===== src/rtl/mdu_arbiter.sv =====
// Shares one multiplier/divider pair between the alpha and beta issue slots:
// grants one MULT/DIV at a time, waits for the unit and issues a one-cycle HI/LO commit.
module mdu_arbiter #(
  parameter int MAX_CYCLES = 64,
  parameter int CNT_W      = 7
) (
  input  logic        clk,
  input  logic        rst,
  input  logic        flush_i,
  input  logic        a_req,
  input  logic [1:0]  a_kind,
  input  logic [31:0] a_src_a,
  input  logic [31:0] a_src_b,
  input  logic        b_req,
  input  logic [1:0]  b_kind,
  input  logic [31:0] b_src_a,
  input  logic [31:0] b_src_b,
  output logic        a_stall,
  output logic        b_stall,
  output logic [1:0]  mult_op,
  output logic [1:0]  div_op,
  output logic [31:0] unit_a,
  output logic [31:0] unit_b,
  input  logic        mult_done,
  input  logic        div_done,
  input  logic [63:0] mult_res,
  input  logic [63:0] div_res,
  output logic        hilo_wen,
  output logic [63:0] hilo_result,
  output logic        commit_beta,
  output logic        busy,
  output logic        timeout
);

  typedef enum logic [1:0] {
    S_IDLE   = 2'd0,
    S_ISSUE  = 2'd1,
    S_BUSY   = 2'd2,
    S_COMMIT = 2'd3
  } state_e;

  localparam logic [CNT_W-1:0] CNT_MAX = CNT_W'(MAX_CYCLES);

  state_e           state_q, state_d;
  logic [1:0]       kind_q, kind_d;
  logic [31:0]      opa_q, opa_d;
  logic [31:0]      opb_q, opb_d;
  logic             owner_q, owner_d;
  logic             kill_q, kill_d;
  logic             seen_low_q, seen_low_d;
  logic [CNT_W-1:0] cnt_q, cnt_d;
  logic [63:0]      result_q, result_d;

  logic        sel_done;
  logic [63:0] sel_res;
  logic        commit_a;
  logic        commit_b;

  // kind[1] selects the divider, kind[0] selects the unsigned flavour
  assign sel_done = kind_q[1] ? div_done : mult_done;
  assign sel_res  = kind_q[1] ? div_res  : mult_res;

  always_comb begin
    state_d     = state_q;
    kind_d      = kind_q;
    opa_d       = opa_q;
    opb_d       = opb_q;
    owner_d     = owner_q;
    kill_d      = kill_q;
    seen_low_d  = seen_low_q;
    cnt_d       = cnt_q;
    result_d    = result_q;
    mult_op     = 2'b00;
    div_op      = 2'b00;
    hilo_wen    = 1'b0;
    commit_beta = 1'b0;
    timeout     = 1'b0;
    case (state_q)
      S_IDLE: begin
        if (!flush_i && (a_req || b_req)) begin
          owner_d    = !a_req;
          kind_d     = a_req ? a_kind  : b_kind;
          opa_d      = a_req ? a_src_a : b_src_a;
          opb_d      = a_req ? a_src_b : b_src_b;
          kill_d     = 1'b0;
          seen_low_d = 1'b0;
          cnt_d      = '0;
          state_d    = S_ISSUE;
        end
      end
      S_ISSUE: begin
        if (kind_q[1]) div_op  = kind_q[0] ? 2'b01 : 2'b10;
        else           mult_op = kind_q[0] ? 2'b01 : 2'b10;
        if (flush_i) kill_d = 1'b1;
        state_d = S_BUSY;
      end
      S_BUSY: begin
        cnt_d = cnt_q + CNT_W'(1);
        if (flush_i)   kill_d     = 1'b1;
        if (!sel_done) seen_low_d = 1'b1;
        // done is high while the unit idles, so only a low-then-high edge means our result
        if (sel_done && seen_low_q) begin
          result_d = sel_res;
          state_d  = (kill_q || flush_i) ? S_IDLE : S_COMMIT;
        end else if (cnt_q == CNT_MAX) begin
          timeout = 1'b1;
          state_d = S_IDLE;
        end
      end
      S_COMMIT: begin
        hilo_wen    = !kill_q && !flush_i;
        commit_beta = owner_q;
        state_d     = S_IDLE;
      end
      default: state_d = S_IDLE;
    endcase
  end

  always_ff @(posedge clk or posedge rst) begin
    if (rst) begin
      state_q    <= S_IDLE;
      kind_q     <= 2'b00;
      opa_q      <= '0;
      opb_q      <= '0;
      owner_q    <= 1'b0;
      kill_q     <= 1'b0;
      seen_low_q <= 1'b0;
      cnt_q      <= '0;
      result_q   <= '0;
    end else begin
      state_q    <= state_d;
      kind_q     <= kind_d;
      opa_q      <= opa_d;
      opb_q      <= opb_d;
      owner_q    <= owner_d;
      kill_q     <= kill_d;
      seen_low_q <= seen_low_d;
      cnt_q      <= cnt_d;
      result_q   <= result_d;
    end
  end

  // Handshake: a slot holds req and operands while its stall is high; stall low
  // with req high (and no flush) is the commit cycle that retires its operation.
  assign commit_a = (state_q == S_COMMIT) && !owner_q;
  assign commit_b = (state_q == S_COMMIT) &&  owner_q;
  assign a_stall  = a_req && !flush_i && !commit_a;
  assign b_stall  = b_req && !flush_i && !commit_b;

  assign busy        = (state_q != S_IDLE);
  assign unit_a      = opa_q;
  assign unit_b      = opb_q;
  assign hilo_result = result_q;

endmodule


===== config.mk =====
export PLATFORM = sky130hd
export DESIGN_NAME = mdu_arbiter
export DESIGN_NICKNAME = d
export VERILOG_FILES = /design/src/rtl/mdu_arbiter.sv
export SDC_FILE = /design/constraint.sdc
export NUM_CORES = 1
export LEC_CHECK = 0
export ABC_AREA = 1
export ABC_CLOCK_PERIOD_IN_PS = 4950
export BUFFER_PORTS_ARGS = -buffer_cell sky130_fd_sc_hd__buf_2
export CAP_MARGIN = 20
export CORE_AREA = 2 2 160 162
export CTS_BUF_LIST = sky130_fd_sc_hd__clkbuf_2 sky130_fd_sc_hd__clkbuf_4 sky130_fd_sc_hd__clkbuf_8
export CTS_CLUSTER_DIAMETER = 100
export DETAILED_ROUTE_END_ITERATION = 12
export DIE_AREA = 0 0 162 164
export SETUP_SLACK_MARGIN = 0.3
export SLEW_MARGIN = 20
export SYNTH_ARGS = -nofsm -noshare
export SYNTH_HDL_FRONTEND = slang
export SYNTH_SLANG_ARGS = --single-unit

===== constraint.sdc =====
create_clock -name clk -period 4.95 [get_ports clk]
set_input_delay 0.7425 -clock clk [delete_from_list [all_inputs] [get_ports clk]]
set_output_delay 0.7425 -clock clk [all_outputs]
set_load 0.02 [all_outputs]

==> summary.md <==
| Metric | Value |
|---|---|
| Setup tns final | 0 ns |
| Initial core utilization | 0.2876 |
| Number of DRC markers in iteration 0 | 274 |
| H-tree depth | 4 |
| Setup bufs post-CTS | 0 |
| N_diodes | 0 |
| Reg2Reg Capture Point | hilo_result[53]$_DFFE_PP0P_ |
| WP buf/inv | 2 |
| Cell variety after synth | 27 |
| Fin cells | 1552 |
| Power per cell area | 594.3 nW/um^2 |
| Die Span Y | 164 um |
| CTS Buffer Depth | 2 |
| CTS tree | yes |
| Placed Cells incl. Taps | 1520 |
| CTS root buf | clkbuf_8 |
| Total CTS buffers | 17 |
| Sequential area share after synthesis | 0.4979 |
| Ratio of cells with drive above 1 in the final layout | 0.4296 |
| Peak supply drop | 286.9 uV |
| FF-to-FF Start | state_q[0]$_DFFE_PP0P_ |
| Critical path endpoint category | output port |
| Pins over their slew limit | 0 |
| Final setup viols | 0 |
| Row count | 58 |
| Final hold violations | 0 |
| Die width | 162 um |
| Cells after synthesis | roughly 830 |
| Worst-Margin Slew | 0.8313 ns |
| Worst-path clk slew | 0.09 ns |
| Crit share post-route | 0.5242 |
| Routability cong. | 0.8387 |
| Cell depth of the worst setup path | 3 |
| First drt pass iteration count | 4 |
| Reg2Reg Depth | 7 |
| Total number of vias | 7005 |
| Count of input and output buffers | 404 |
| Cell Area, Synth | 7137 sq um |
| Core Box Area | 24820 sq um |
| R2r setup slk | between 2 and 3 ns |
| Final Critical Period | 2.595 ns |
| Startpoint types | flop |
| Number of global-route vias before repair | a little under 7000 |
| Biggest cell delay along the critical path | 0.52 ns |
| DP HPWL | approximately 18 mm |
| CP max-delay cell | dfrtp_2 |
| Drt total wl | 23.92 mm |
| Die Area | 26570 sq um |
| Hold Path Class | in2async |
| Antenna violation net count after detailed routing | 0 |
| Max-Cap Viols | 0 |
| Synth Net Count | 1108 |
| Post-cts sizing count | 0 |
| Area Growth Syn to Fin | 37.13% |
| Total GRT Usage | 0.1793 |
| Crit path from | kind_q[1]$_DFFE_PP0P_ |
| Warnings from Yosys | 0 |
| GRT overflow | 0 |
| Synth Register Bits | 142 |
| Wire per inst | 15.41 um |
| Outcome | finished clean |
| CP Data Arrival Time | 1.85 ns |
| Worst Skew | 0.01644 ns |
| Avg Vias per Cell | ~4.5 |
| Crit Path Class | reg2out |
| Clock sinks | 142 |
| CTS Hold Buffers Added | 0 |
| Slew margin rel. | 0.4445 |
| RSZ-0062 raised after global routing | false |
| Fmax | around 390 MHz |
| Mapped Avg Cell Area | between 8 and 9 sq um |
| Largest net degree at the start of global routing | 68 |
| Lkg Pwr | 0.004848 uW |
| Initial antenna violation count | 1 |
| Nets | 1483 |
| DRC errors left | 0 |
| Crit path max-delay family | buffers and inverters |
| Worst endpoint required time | between 4 and 5 ns |
| Crit path to | mult_op[0] |
| Io pins | 405 |
| Max Fanout on Critical Path | 59 |
| Crit path cell chain | buf_4 -> nor3_1 -> buf_2 |
| First-pass GRT wire length | about 37 mm |
| Worst skew pair latency | 0.44 ns |
## placed cells by master, fill, tap and decap left out, types with 4 or more instances in the layout
master      instances
buf_2             404
nand2_1           159
nor2_1            142
dfrtp_1           141
o31ai_1            66
or2_2              65
o21a_1             64
o21ai_0            56
inv_1              19
clkbuf_8           17
o21ai_1            13
nand3_1            11
buf_4               9
ha_1                7
nor3_1              6
inv_2               5
a21oi_1             5
inv_6               5
nand4_1             4
clkinvlp_4          4
## state kept, by name, indices dropped and copies added, names as in the netlist
signal and cells:
cnt_q 7, hilo_result 64, kill_q 1, kind_q 2, owner_q 1, seen_low_q 1, state_q 2, unit_a 32
unit_b 32
## stage by stage
stage	setup WS (ns)	cell area (sq um)	util	hold WS (ns)	power, uW
global route	2.210	9787	0.3943	0.4019	6252
floorplan	0.3979	7137	-	0.4805	3845
detailed placement	2.399	9360	0.3771	0.4636	4869
finish	2.355	9787	0.3943	0.3748	5816
global placement	2.430	9360	0.3771	0.4614	4823
CTS	2.255	9787	0.3943	0.3617	5917
## worst min path at each step
stage	cells past startpoint	slack, ns	start	to
6_report	2	0.37	rst	unit_a[6]$_DFFE_PP0P_
5_1_grt	2	0.40	rst	unit_a[6]$_DFFE_PP0P_
4_1_cts	2	0.36	rst	unit_a[14]$_DFFE_PP0P_
3_5_place_dp	2	0.46	unit_a[31]$_DFFE_PP0P_	unit_a[31]$_DFFE_PP0P_
3_3_place_gp	2	0.46	unit_a[12]$_DFFE_PP0P_	unit_a[12]$_DFFE_PP0P_
2_1_floorplan	2	0.48	owner_q$_DFFE_PP0P_	owner_q$_DFFE_PP0P_
## cells by family (layout without fill, tap and decap cells)
family	after synthesis	after routing	synth area share
simple gates	393	393	0.2367
xor+xnor	1	1	0.001227
compound gates	206	206	0.1909
buf+inv	85	473	0.06101
flops	142	142	0.4979
fa+ha+maj	7	7	0.01227
## final cells by class
cell class / count / area, sq um
Sequential cell: 142 / 3555
Tap cell: 330 / 412.9
Clock buffer: 19 / 249.0
Timing Repair Buffer: 415 / 2130
Inverter: 26 / 102.6
Multi-Input combinational cell: 607 / 3161
Fill cell: 2629 / 15030
Clock inverter: 13 / 177.7
## cell usage after synthesis, drive strengths merged
cell type | n | area share
nand2 | 162 | 0.086
nor2 | 143 | 0.076
dfrtp | 142 | 0.50
o21ai | 70 | 0.050
o31ai | 66 | 0.069
or2 | 65 | 0.057
o21a | 64 | 0.067
buf | 31 | 0.033
clkbuf | 28 | 0.015
inv | 25 | 0.013
nand3 | 12 | 0.0084
ha | 7 | 0.012
nor3 | 6 | 0.0042
a21oi | 5 | 0.0035
nand4 | 4 | 0.0035
a211oi | 1 | 0.0011
clkinv | 1 | 0.00053
nor3b | 1 | 0.0011
xor2 | 1 | 0.0012
## per-layer routing
layer / part of all wire / track usage / wire length [um] / up-vias
met5: 0.00029 / 0 / 7 / -
met4: 0.013 / 0.04747 / 305 / 2
met3: 0.072 / 0.04545 / 1732 / 20
met2: 0.50 / 0.3203 / 11960 / 269
met1: 0.41 / 0.2148 / 9911 / 3199
li1: - / - / - / 3515
## power by group
group	total (uW)	internal, uW	switching (uW)
clock network	1020	523	495
logic	2750	1030	1720
registers	2050	1720	333
(Power assumes the default switching activity.)
